[src/rtl/gpu_console_writer_pkg.sv]
// gpu_console_writer_pkg: GPU memory map, console geometry, cell packing and writer FSM states
package gpu_console_writer_pkg;
  localparam logic [7:0] GPU_SELECT = 8'h02;
  localparam logic [10:0] CTRL_ADDR = 11'd0;
  localparam logic [10:0] STATUS_ADDR = 11'd1;
  localparam logic [10:0] CHAR_BASE = 11'd4;
  localparam int COLS = 40;
  localparam int ROWS = 30;
  localparam int CTRL_COPY = 0;
  localparam int CTRL_BLANK = 1;
  localparam logic [63:0] BLANK_WORD = 64'h20;
  typedef enum logic [3:0] {
    IDLE, WRITE_CHAR, FF_WR, FF_POLL, SCROLL_RD, SCROLL_WR, CLEAR_ROW, FLUSH_WR, FLUSH_POLL
  } writerState_t;
  function automatic logic [63:0] packCell(input logic [11:0] colour, input logic [7:0] code);
    return {44'b0, colour, code};
  endfunction
  function automatic logic [63:0] gpuAddress(input logic [10:0] offset);
    return {GPU_SELECT, 45'b0, offset};
  endfunction
endpackage

[src/rtl/gpu_cell_addr.sv]
// gpu_cell_addr: maps a cursor position or a linear cell index to a GPU bus address
module gpu_cell_addr
  import gpu_console_writer_pkg::*;
(
  input  logic [4:0]  row,
  input  logic [5:0]  col,
  input  logic [10:0] linear,
  input  logic        useLinear,
  output logic [63:0] address
);
  logic [10:0] index;
  assign index = useLinear ? linear : 11'(row) * 11'(COLS) + 11'(col);
  assign address = gpuAddress(CHAR_BASE + index);
endmodule

[src/rtl/gpu_console_writer.sv]
// gpu_console_writer: turns a character stream into GPU text framebuffer writes, with cursor, scroll and flush
module gpu_console_writer
  import gpu_console_writer_pkg::*;
(
  input  logic        clock,
  input  logic        resetN,
  input  logic        charValid,
  output logic        charReady,
  input  logic [7:0]  charCode,
  input  logic [11:0] charColour,
  input  logic        flush,
  output logic        busy,
  output logic [4:0]  cursorRow,
  output logic [5:0]  cursorCol,
  output logic [63:0] address,
  output logic [63:0] dataOut,
  output logic        dataOutEn,
  input  logic [63:0] dataIn,
  output logic        read,
  output logic        write
);
  writerState_t state, stateNext;
  logic [4:0]  rowNext;
  logic [5:0]  colNext;
  logic [10:0] idx, idxNext, linear;
  logic [7:0]  codeReg;
  logic [11:0] colourReg;
  logic [63:0] scrollWord, wordOut, cellAddress;
  logic        flushPending, ctrlSel, useLinear, accept, printable, lastRow;

  assign charReady = (state == IDLE) & ~flushPending;
  assign busy = state != IDLE;
  assign accept = charValid & charReady;
  assign printable = (charCode >= 8'h20) && (charCode <= 8'h7E);
  assign lastRow = cursorRow == 5'(ROWS - 1);
  assign dataOut = wordOut;
  assign dataOutEn = write;
  assign address = (read | write) ? (ctrlSel ? gpuAddress(CTRL_ADDR) : cellAddress) : 64'h0;

  gpu_cell_addr cellAddr (
    .row(cursorRow),
    .col(cursorCol),
    .linear(linear),
    .useLinear(useLinear),
    .address(cellAddress)
  );

  always_ff @(posedge clock or negedge resetN) begin
    if (!resetN) begin
      state <= IDLE;
      cursorRow <= '0;
      cursorCol <= '0;
      idx <= '0;
      codeReg <= '0;
      colourReg <= '0;
      scrollWord <= '0;
      flushPending <= 1'b0;
    end else begin
      state <= stateNext;
      cursorRow <= rowNext;
      cursorCol <= colNext;
      idx <= idxNext;
      flushPending <= (state == IDLE && flushPending) ? 1'b0 : flushPending | flush;
      if (accept) begin
        codeReg <= charCode;
        colourReg <= charColour;
      end
      if (state == SCROLL_RD) scrollWord <= dataIn;
    end
  end

  // scroll index i runs COLS..COLS*ROWS-1 for the copy, then on through the last row for the clear,
  // so both write phases target CHAR_BASE + i - COLS
  always_comb begin
    stateNext = state;
    rowNext = cursorRow;
    colNext = cursorCol;
    idxNext = idx;
    read = 1'b0;
    write = 1'b0;
    ctrlSel = 1'b0;
    useLinear = 1'b0;
    wordOut = 64'h0;
    linear = (state == SCROLL_RD) ? idx : idx - 11'(COLS);
    case (state)
      IDLE: begin
        if (flushPending) stateNext = FLUSH_WR;
        else if (charValid) begin
          if (printable) stateNext = WRITE_CHAR;
          else if (charCode == 8'h0A) begin
            colNext = '0;
            if (lastRow) begin
              stateNext = SCROLL_RD;
              idxNext = 11'(COLS);
            end else rowNext = cursorRow + 5'd1;
          end
          else if (charCode == 8'h0D) colNext = '0;
          else if (charCode == 8'h08) colNext = (cursorCol == 6'd0) ? 6'd0 : cursorCol - 6'd1;
          else if (charCode == 8'h0C) stateNext = FF_WR;
        end
      end
      WRITE_CHAR: begin
        write = 1'b1;
        wordOut = packCell(colourReg, codeReg);
        stateNext = IDLE;
        if (cursorCol == 6'(COLS - 1)) begin
          colNext = '0;
          if (lastRow) begin
            stateNext = SCROLL_RD;
            idxNext = 11'(COLS);
          end else rowNext = cursorRow + 5'd1;
        end else colNext = cursorCol + 6'd1;
      end
      FF_WR: begin
        write = 1'b1;
        ctrlSel = 1'b1;
        wordOut = 64'h1 << CTRL_BLANK;
        rowNext = '0;
        colNext = '0;
        stateNext = FF_POLL;
      end
      FLUSH_WR: begin
        write = 1'b1;
        ctrlSel = 1'b1;
        wordOut = 64'h1 << CTRL_COPY;
        stateNext = FLUSH_POLL;
      end
      FF_POLL, FLUSH_POLL: begin
        read = 1'b1;
        ctrlSel = 1'b1;
        stateNext = (dataIn[1:0] == 2'b00) ? IDLE : state;
      end
      SCROLL_RD: begin
        read = 1'b1;
        useLinear = 1'b1;
        stateNext = SCROLL_WR;
      end
      SCROLL_WR: begin
        write = 1'b1;
        useLinear = 1'b1;
        wordOut = scrollWord;
        idxNext = idx + 11'd1;
        stateNext = (idx == 11'(COLS * ROWS - 1)) ? CLEAR_ROW : SCROLL_RD;
      end
      CLEAR_ROW: begin
        write = 1'b1;
        useLinear = 1'b1;
        wordOut = BLANK_WORD;
        idxNext = idx + 11'd1;
        stateNext = (idx == 11'(COLS * ROWS + COLS - 1)) ? IDLE : CLEAR_ROW;
      end
      default: stateNext = IDLE;
    endcase
  end
endmodule

[config.mk]
export PLATFORM = sky130hd
export DESIGN_NAME = gpu_console_writer
export DESIGN_NICKNAME = d
export VERILOG_FILES = /design/src/rtl/gpu_console_writer_pkg.sv /design/src/rtl/gpu_cell_addr.sv /design/src/rtl/gpu_console_writer.sv
export SDC_FILE = /design/constraint.sdc
export NUM_CORES = 1
export LEC_CHECK = 0
export CORE_MARGIN = 10
export CORE_UTILIZATION = 49
export CTS_BUF_LIST = sky130_fd_sc_hd__clkbuf_2
export DETAILED_ROUTE_END_ITERATION = 10
export PLACE_DENSITY = 0.83
export SYNTH_ARGS = -nofsm -noshare
export SYNTH_HDL_FRONTEND = slang
export SYNTH_HIERARCHICAL = 1
export SYNTH_SLANG_ARGS = --single-unit
[constraint.sdc]
create_clock -name clock -period 5.2 [get_ports clock]
set_clock_uncertainty 0.15 [all_clocks]
set_input_delay 1.3 -clock clock [delete_from_list [all_inputs] [get_ports clock]]
set_output_delay 1.3 -clock clock [all_outputs]
set_load 0.005 [all_outputs]
Yosys cells after proc, flatten, opt, wreduce, memory -nomap -nowiden --
Index checks and enable logic that the tools add are counted. W data, S select, Z words.
Word-level totals: register bits 111, input port bits 88, output and inout bits 144, logic and storage cells 116
Cells by class: add/subtract/negate cells 7, multipliers 1, order comparisons 2, eq/ne operators 28, multiplexer cells 47, bitwise gates (word level) 5, reductions and logical operators 18
Operators by type and width (number):
- $pmux W64 S5 | 1
- $mux W11 | 9
- $mux W58 | 1
- $mux W6 | 8
- $mux W4 | 9
- $pmux W11 S3 | 1
- $eq A8 B4 Y1 const B | 4
- $pmux W4 S8 | 1
- $mux W5 | 6
- $eq A11 B11 Y1 const B | 2
- $pmux W6 S3 | 1
- $reduce_and A6 Y1 | 3
- $eq A4 B3 Y1 const B | 4
- $ne A5 B5 Y1 const B | 3
- $pmux W5 S3 | 1
- $add A11 B1 Y11 const B | 1
- $add A11 B6 Y11 | 1
- $add A3 B11 Y11 const A | 1
- $sub A11 B6 Y11 const B | 1
- $ne A2 B2 Y1 const B | 5
- $mux W3 | 3
- $eq A4 B2 Y1 const B | 2
- $ge A8 B6 Y1 const B | 1
- $le A8 B7 Y1 const B | 1
- 28 further kinds | 38

Depth between registers and ports, before layout --
Gate-level depths: netlist of run 1.
depth after elaboration 9, gate-level depth with buffers 13, depth with buffers taken out 12

Hierarchy --
Netlist of run 1, hierarchy kept.
Modules (own cells, without submodules):
- gpu_console_writer | instances 1, cells an instance 725, area an instance 6286.0 um^2, sequential area each 2777.7 um^2
- gpu_cell_addr | instances 1, cells an instance 153, area an instance 1203.7 um^2, sequential area each 0.0 um^2

Least setup slack after synthesis of run 1 --
No wires, ideal clock.
kind reg2out, from register state[1], to output address[7], arrival 2877 ps, required time 3750 ps, setup slack 873 ps, cell stages (with the launch flop) 14, path buffers 4, path through dfrtp_1 > buf_2 > or4b_2 > buf_2 > buf_2 > buf_2 > a21oi_1 > nand3_1 > a21oi_4 > a21oi_1 > a311oi_2 > xor2_1 > o21ai_1 > and2_1
On the way: elaborated cells on any way between the ends 22, those cells by class add/sub: 1; eq/ne: 8; mux: 8; bitwise: 1; reduce/logical: 4
RTL lines:
- from (decl) | RTL line gpu_console_writer.sv:22 | writerState_t state, stateNext;
- from (signal assigned) | RTL line gpu_console_writer.sv:59 | state <= stateNext;
- $eq A4 B3 Y1 | RTL line gpu_console_writer.sv:84 | linear = (state == SCROLL_RD) ? idx : idx - 11'(COLS);
- $mux W11 | RTL line gpu_console_writer.sv:84
- net linear[4] | RTL line gpu_console_writer.sv:25 | logic [10:0] idx, idxNext, linear;
- $mux W11 | RTL line gpu_cell_addr.sv:12 | assign index = useLinear ? linear : 11'(row) * 11'(COLS) + 11'(col);
- $add A3 B11 Y11 | RTL line gpu_cell_addr.sv:13 | assign address = gpuAddress(CHAR_BASE + index);
- net cellAddress[7] | RTL line gpu_console_writer.sv:28 | logic [63:0] scrollWord, wordOut, cellAddress;
- $mux W11 | RTL line gpu_console_writer.sv:38 | assign address = (read | write) ? (ctrlSel ? gpuAddress(CTRL_ADDR) : cellAddress) : 64'h0;
- $mux W58 | RTL line gpu_console_writer.sv:38
- to (decl) | RTL line gpu_console_writer.sv:15 | output logic [63:0] address,
The timed path passes the listed nets, and every way through them passes these cells.

Worst setup path in the final report of run 1 --
from register cursorRow[1], to output address[10]
On the way: word-level cells in the longest chain between the ends 6
Ends and longest elaborated chain:
- from (decl) | RTL line gpu_console_writer.sv:13 | output logic [4:0] cursorRow,
- from (signal assigned) | RTL line gpu_console_writer.sv:60 | cursorRow <= rowNext;
- $mul A5 B3 Y8 | RTL line gpu_cell_addr.sv:12
- $add A11 B6 Y11 | RTL line gpu_cell_addr.sv:12
- $mux W11 | RTL line gpu_cell_addr.sv:12
- $add A3 B11 Y11 | RTL line gpu_cell_addr.sv:13
- net cellAddress[10] | RTL line gpu_console_writer.sv:28
- $mux W11 | RTL line gpu_console_writer.sv:38
- $mux W58 | RTL line gpu_console_writer.sv:38
The timed path passes the listed nets, and every way through them passes these cells.

==> results of run 1 <==
-- critical path, delay by kind of cell, from the launching register on --
kind	cells	cell delay [ps]
adders and majority gates	3	1100
AOI/OAI and AO/OA	3	590
DFF	1	490
buffers and inverters	2	400
and+or+nand+nor	2	330
xor gates and xnor gates	1	130
-- per-stage QoR --
step	instances	setup TNS, ps
floorplan	929	0
global placement	1208	0
detailed placement	1208	0
CTS	1234	0
global route	1236	-226
finish	1236	0
-- sequential cells by signal, indices dropped and copies added, names as in the netlist --
| signal | cells |
|---|---|
| scrollWord | 64 |
| colourReg | 12 |
| idx | 11 |
| codeReg | 8 |
| cursorCol | 6 |
| cursorRow | 5 |
| state | 4 |
| flushPending | 1 |
-- what timing repair did --
item | CTS | global route
pin swaps | 8 | 3
resized for setup | 21 | 5
endpoints found under the setup margin | 4 | 2
cloned | 0 | 0
hold buffers | 0 | 0
setup buffers | 10 | 1
-- layout make-up --
class | count | share of cell area (%)
multi-input combinational | 698 | 45.4
sequential | 111 | 29.2
timing repair buffer | 204 | 20.7
tap | 188 | 2.46
clock inverter | 7 | 1.04
inverter | 18 | 0.708
clock buffer | 9 | 0.472
antenna | 1 | 0.0262
-- power by group through the flow --
stage | clock [uW] | sequential (uW) | combinational (uW)
floorplan | 0 | 1490 | 2170
global placement | 0 | 1560 | 3090
detailed placement | 0 | 1590 | 3150
CTS | 466 | 1550 | 3300
global route | 500 | 1610 | 3720
finish | 448 | 1550 | 3350
-- per-layer routing --
layer,part of all wire (%),vias up,wire length (um),global-route usage (%)
li1,-,3159,-,-
met1,39,3026,8200,23.4
met2,53,183,11100,36.1
met3,5.7,30,1200,5.21
met4,2.2,0,451,6.07
met5,0,-,0,0
-- Yosys cell counts (all sizes together) (4+ instances only) --
master / count
nand2: 219
and2: 112
dfrtp: 111
buf: 72
nor2: 34
clkbuf: 30
a21oi: 29
mux2: 29
a22o: 19
ha: 18
inv: 18
o21ai: 18
xnor2: 15
nand3: 13
nor3: 12
xor2: 8
a31oi: 7
mux2i: 7
nand2b: 7
a21o: 6
nand4: 6
nor2b: 6
and3: 5
o211ai: 5
nor3b: 4
o31ai: 4
-- cells by family (layout without fill, tap and decap cells) --
| kind of cell | count (synthesis) | after routing |
|---|---|---|
| and+or+nand+nor | 440 | 440 |
| AOI/OAI and AO/OA | 126 | 126 |
| buffers and inverters | 120 | 238 |
| DFF | 111 | 111 |
| muxes | 36 | 36 |
| xor gates and xnor gates | 23 | 23 |
| adders and majority gates | 20 | 20 |
| other | 2 | 54 |
-- how the worst min path moves through the flow --
stage	startpoint	endpoint	cells after the start
floorplan	scrollWord[20]$_DFFE_PN0P_	scrollWord[20]$_DFFE_PN0P_	2
global placement	scrollWord[50]$_DFFE_PN0P_	scrollWord[50]$_DFFE_PN0P_	2
detailed placement	scrollWord[44]$_DFFE_PN0P_	scrollWord[44]$_DFFE_PN0P_	2
CTS	resetN	colourReg[6]$_DFFE_PN0P_	1
global route	resetN	colourReg[6]$_DFFE_PN0P_	1
finish	resetN	colourReg[6]$_DFFE_PN0P_	1
==> results.yml, run 1 <==
status:
  outcome: "finished clean"
floorplan:
  die-height_um: 144
  fp.coreArea_mm2: 0.0151
  die_width_um: 144
  ios: 232
  num_rows: 45
  die-area_mm2: 0.0206
  start_util_pct: 49.6
power:
  ir_worst_vdd_v: 0.000273
  pwr-share-comb_pct: 62.6
  intPower_uw: 2920
  power_density_mw_per_mm2: 561
  power_uw: 5350
  power_switching_uw: 2430
  p_leak_uw: 0.00434
  power_frac_seq_pct: 29.0
  p_clk_share_pct: 8.4
  p_sw_share_pct: 45.4
yosys:
  yosys_warnings: 6
  synth_top_family_by_area: "simple AND/OR/NAND/NOR gates"
  synth_top_area_share_pct: 37.1
  synth-simple-area-share_pct: 29.5
  synthCells: 878
  synth-edff-count: 0
  ys_seq_area_share_pct: 37.1
  muxShareOfSynthArea_pct: 5.30
  yosysTopAreaCell: "dfrtp_1"
  syn_avg_cell_area_um2: 8.53
  synth-seq-cells: 111
  synth_compound_area_share_pct: 12.8
  syn-cell-area_mm2: 0.00749
  synth_fa_ha_area_share_pct: 3.54
  yosysUniqueCellTypes: 85
  synth_async_sr_flop_share_pct: 100
  synth_flop_cell: "dfrtp_1"
  netlist_top_cells_area: "dfrtp_1 37%, nand2_1 11%, and2_1 9.4%"
  synth_xor_area_share_pct: 2.69
finish:
  fin_util_pct: 63.3
  mostFrequentLayoutCell: "nand2_1"
  fin_nets: 1150
  multi_input_area_mm2: 0.00434
  num-fill-cells: 1283
  drive_gt1_share_pct: 11.0
  stdcell_area_mm2: 0.00955
  final_cell_mix: "218 x nand2_1, 174 x clkdlybuf4s50_1, 111 x and2_1"
  register_area_mm2: 0.00278
  area_growth_pct: 27.4
clock_network:
  clk_latency_ps: 680
  clock_path_buffers: 2
  cts_max_level: 3
  clk_pin_slew_ps: 380
  cts_made_buffers: 9
  cts_tree: "done"
  root_buffer: "clkbuf_2"
  clock-sinks: 111
route:
  vias: 6398
  drt-vias-per-instance: 5.18
  wl_mm: 20.9
  drtIter0Drc: 572
  drcViolationCount: 0
  drtAntennaViolNets: 0
  wl_per_cell_um: 16.9
  firstDrtPassIters: 5
worst_setup_path:
  cp.required_ps: 3750
  start_kind: "register"
  crit_end: "address[10]"
  critPathArrivalTime_ps: 3710
  cp_max_fo: 5
  critPathMaxStageDelay_ps: 600
  ff2ff_setup_slack_ps: 2290
  cp_slowest_cell: "fa_2"
  crit_chain: "ha_1 > ha_2 > fa_2 > and4bb_1 > a221o_1 > o2111ai_2 > buf_4 > a211oi_2 > xnor2_1 > and2_1 > dlygate4sd2_1"
  worstSetupPathType: "register to primary output"
  worstReg2RegStart: "cursorRow[1]$_DFFE_PN0P_"
  setup.worst_path.start: "cursorRow[1]$_DFFE_PN0P_"
  crit_path_end_kind: "primary output"
  rr_endpoint: "idx[6]$_DFFE_PN0P_"
  rr_worst_depth: 8
global_routing:
  grt_max_degree: 66
  antenna_found_initial: 1
  grt_remaining_overflow: 0
  grt_pass1_vias: 6341
  grt_first_pass_wirelength_mm: 33.4
  grt_usage_pct: 20.3
sta:
  hold_viol: 0
  fmax_ghz: 0.194
  setup_viol: 0
  tightest_slew_ps: 927
  finalWorstSetupSlack_ps: 35.1
  drv_slew: 0
  holdWs_ps: 317
  fin_crit_ps: 5160
  finalCritPeriodShare_pct: 99.3
  grt_setup_unrepaired: "true"
  relSlewSlack_pct: 38.2
place:
  portBuffers: 179
  hpwl_mm: 15.6
  pre_cts_ws_ps: 511
  placed_area_mm2: 0.00923
  place_congestion: 0.887
min_path:
  hold_path_class: "input pin to asynchronous set/reset pin"
job:
  drv_cap: 0
No activity file was read; power rests on OpenSTA's default activity.
==> run 2: changes to the inputs <==
--- a/config.mk
+++ b/config.mk
@@ -6,10 +6,11 @@
 export NUM_CORES = 1
 export LEC_CHECK = 0
 export CORE_MARGIN = 10
-export CORE_UTILIZATION = 49
+export CORE_UTILIZATION = 44
 export CTS_BUF_LIST = sky130_fd_sc_hd__clkbuf_2
 export DETAILED_ROUTE_END_ITERATION = 10
-export PLACE_DENSITY = 0.83
+export PLACE_DENSITY = 0.79
+export SLEW_MARGIN = 10
 export SYNTH_ARGS = -nofsm -noshare
 export SYNTH_HDL_FRONTEND = slang
 export SYNTH_HIERARCHICAL = 1
==> constraint.sdc (replaced) <==
create_clock -name clock -period 4.31 [get_ports clock]
set_clock_uncertainty 0.15 [all_clocks]
set_input_delay 1.0775 -clock clock [delete_from_list [all_inputs] [get_ports clock]]
set_output_delay 1.0775 -clock clock [all_outputs]
set_load 0.005 [all_outputs]
==> run 2 against run 1 <==
Flip-flop and latch count did not move; critical path depth rose by 1; highest routed layer unchanged; clock power rose by 19%; core utilization fell by 4.1 points; largest power group unchanged; routed wire length rose by 4.4%; the flow now finishes with violations (setup timing).
==> results.yml, run 2 (synthesis gave the netlist of run 1 again) <==
status:
  outcome: "complete, but fails checks"
  violations: "setup timing"
sta:
  tightest_slew_ps: 864
  grt_setup_unrepaired: "true"
  finalWorstSetupSlack_ps: -298
  fin_crit_ps: 4610
  setup_viol: 6
  relSlewSlack_pct: 42.3
  finalCritPeriodShare_pct: 107
  holdWs_ps: 299
  fmax_ghz: 0.217
  drv_slew: 0
  hold_viol: 0
floorplan:
  die-area_mm2: 0.0226
  ios: 232
  fp.coreArea_mm2: 0.0166
  start_util_pct: 45.0
  die_width_um: 150
  num_rows: 47
  die-height_um: 150
clock_network:
  cts_max_level: 3
  cts_made_buffers: 9
  clock-sinks: 111
  clk_pin_slew_ps: 330
  root_buffer: "clkbuf_2"
  clock_path_buffers: 2
  clk_latency_ps: 640
  cts_tree: "done"
route:
  wl_met3_mm: 1.19
  wl_mm: 21.9
  met2_length_mm: 11.6
  vias: 6439
  drt-vias-per-instance: 5.02
  drtAntennaViolNets: 0
  drtIter0Drc: 479
  firstDrtPassIters: 5
  wl_met1_mm: 8.65
  topRoutingLayerUsed: "met4"
  wl_per_cell_um: 17.0
  drcViolationCount: 0
place:
  pre_cts_ws_ps: -42.1
  place_congestion: 0.854
  hpwl_mm: 15.9
  dp.cells: 1253
  portBuffers: 179
  placed_area_mm2: 0.00939
finish:
  top_register: "scrollWord"
  final_cell_mix: "218 x nand2_1, 171 x clkdlybuf4s50_1, 111 x and2_1, 111 x dfrtp_1, 53 x conb_1"
  area_growth_pct: 31.5
  drive_gt1_share_pct: 13.4
  stdcell_area_mm2: 0.00985
  largest_reg_flops: 64
  reg.largest.list: "scrollWord x64, colourReg x12, idx x11"
  fin_cells: 1283
  fin_nets: 1165
  mostFrequentLayoutCell: "nand2_1"
power:
  power_density_mw_per_mm2: 692
  power_uw: 6820
  ir_worst_vdd_v: 0.000410
  p_leak_uw: 0.00444
  pwr-share-comb_pct: 65.1
  p_sw_share_pct: 44.8
  p_clk_share_pct: 7.8
  power_frac_seq_pct: 27.1
  power_switching_uw: 3050
  intPower_uw: 3760
global_routing:
  grt_remaining_overflow: 0
  grt_first_pass_wirelength_mm: 33.6
  antenna_found_initial: 1
  grt_max_degree: 66
  grt_usage_pct: 18.5
  grt_pass1_vias: 6006
worst_setup_path:
  cp.required_ps: 3080
  cp_max_fo: 5
  critPathArrivalTime_ps: 3380
  crit_path_end_kind: "primary output"
  worstSetupPathType: "register to primary output"
  start_kind: "register"
job:
  drv_cap: 0
min_path:
  hold_path_class: "input pin to asynchronous set/reset pin"
## run 2: cell types whose count changed in the layout (fill, tap and decap cells not counted), moves of 2 or more
cell,delta
buf_4,+9
ha_4,+6
dfrtp_1,+5
dfrtp_2,-5
ha_1,-5
buf_2,+4
buf_6,+3
clkdlybuf4s50_1,-3
xnor2_1,-3
xnor2_2,+3
buf_12,+2
clkinv_8,-2
inv_12,-2
inv_8,+2
## run 2: cell type report
type,instances,area (um^2)
Clock inverter,7,93.8
Tap cell,220,275
Sequential cell,111,2780
Clock buffer,9,45.0
Fill cell,1449,6790
Multi-Input combinational cell,699,4490
Inverter,18,67.6
Antenna cell,1,2.50
Timing Repair Buffer,218,2090
## run 2: layer usage
metal  global-route usage, %  vias up
li1                        -     3191
met1                    22.2     3039
met2                    32.9      185
met3                    4.11       24
met4                    4.47        0
met5                       0        -
## run 2: power by group through the flow
stage,Sequential [uW],Combinational [uW],Clock (uW)
3_3_place_gp,1840,3910,0
2_1_floorplan,1800,2620,0
4_1_cts,1830,4210,554
3_5_place_dp,1860,3990,0
6_report,1850,4430,534
5_1_grt,1920,4880,592
## run 2: metrics by stage
step / utilization, % / setup TNS, ps
finish: 59.2 / -1090
global route: 59.2 / -2170
CTS: 58.2 / -1410
detailed placement: 56.4 / -83.0
global placement: 56.4 / 0
floorplan: - / 0
## run 2: critical path, cell delays in order (launching register included)
cell	delay [ps]
dfrtp_1	480
ha_4	260
ha_4	160
fa_2	580
buf_6	130
nand2_8	60
nor3_4	230
xnor2_2	100
o21ai_2	210
o2111ai_4	150
xor2_1	170
and2_1	130
buf_2	120
## run 2: timing repair
| action | 4_1_cts | 5_1_grt |
|---|---|---|
| endpoints found under the setup margin | 8 | 9 |
| hold buffers | 0 | 0 |
| gates resized for setup | 44 | 16 |
| gates cloned | 0 | 1 |
| pin swaps | 18 | 21 |
| setup buffers | 8 | 5 |
## run 2: worst paths after layout
check,start,end,slack [ps],cells after the start
worst max-delay path,cursorRow[3]$_DFFE_PN0P_,address[9],-300,12
worst max register to register,cursorRow[0]$_DFFE_PN0P_,idx[6]$_DFFE_PN0P_,1450,9
max in group asynchronous,resetN,idx[3]$_DFFE_PN0P_,2900,2
min in group clock,scrollWord[36]$_DFFE_PN0P_,scrollWord[36]$_DFFE_PN0P_,360,2
worst min-delay path,resetN,colourReg[10]$_DFFE_PN0P_,300,1
worst min register to register,scrollWord[36]$_DFFE_PN0P_,scrollWord[36]$_DFFE_PN0P_,360,2
==> run 3: changes to the inputs <==
--- a/config.mk
+++ b/config.mk
@@ -5,6 +5,7 @@
 export SDC_FILE = /design/constraint.sdc
 export NUM_CORES = 1
 export LEC_CHECK = 0
+export CAP_MARGIN = 20
 export CORE_MARGIN = 10
 export CORE_UTILIZATION = 44
 export CTS_BUF_LIST = sky130_fd_sc_hd__clkbuf_2
==> results of run 3 <==
The final DEF is identical to that of run 2; final timing and power are the same.
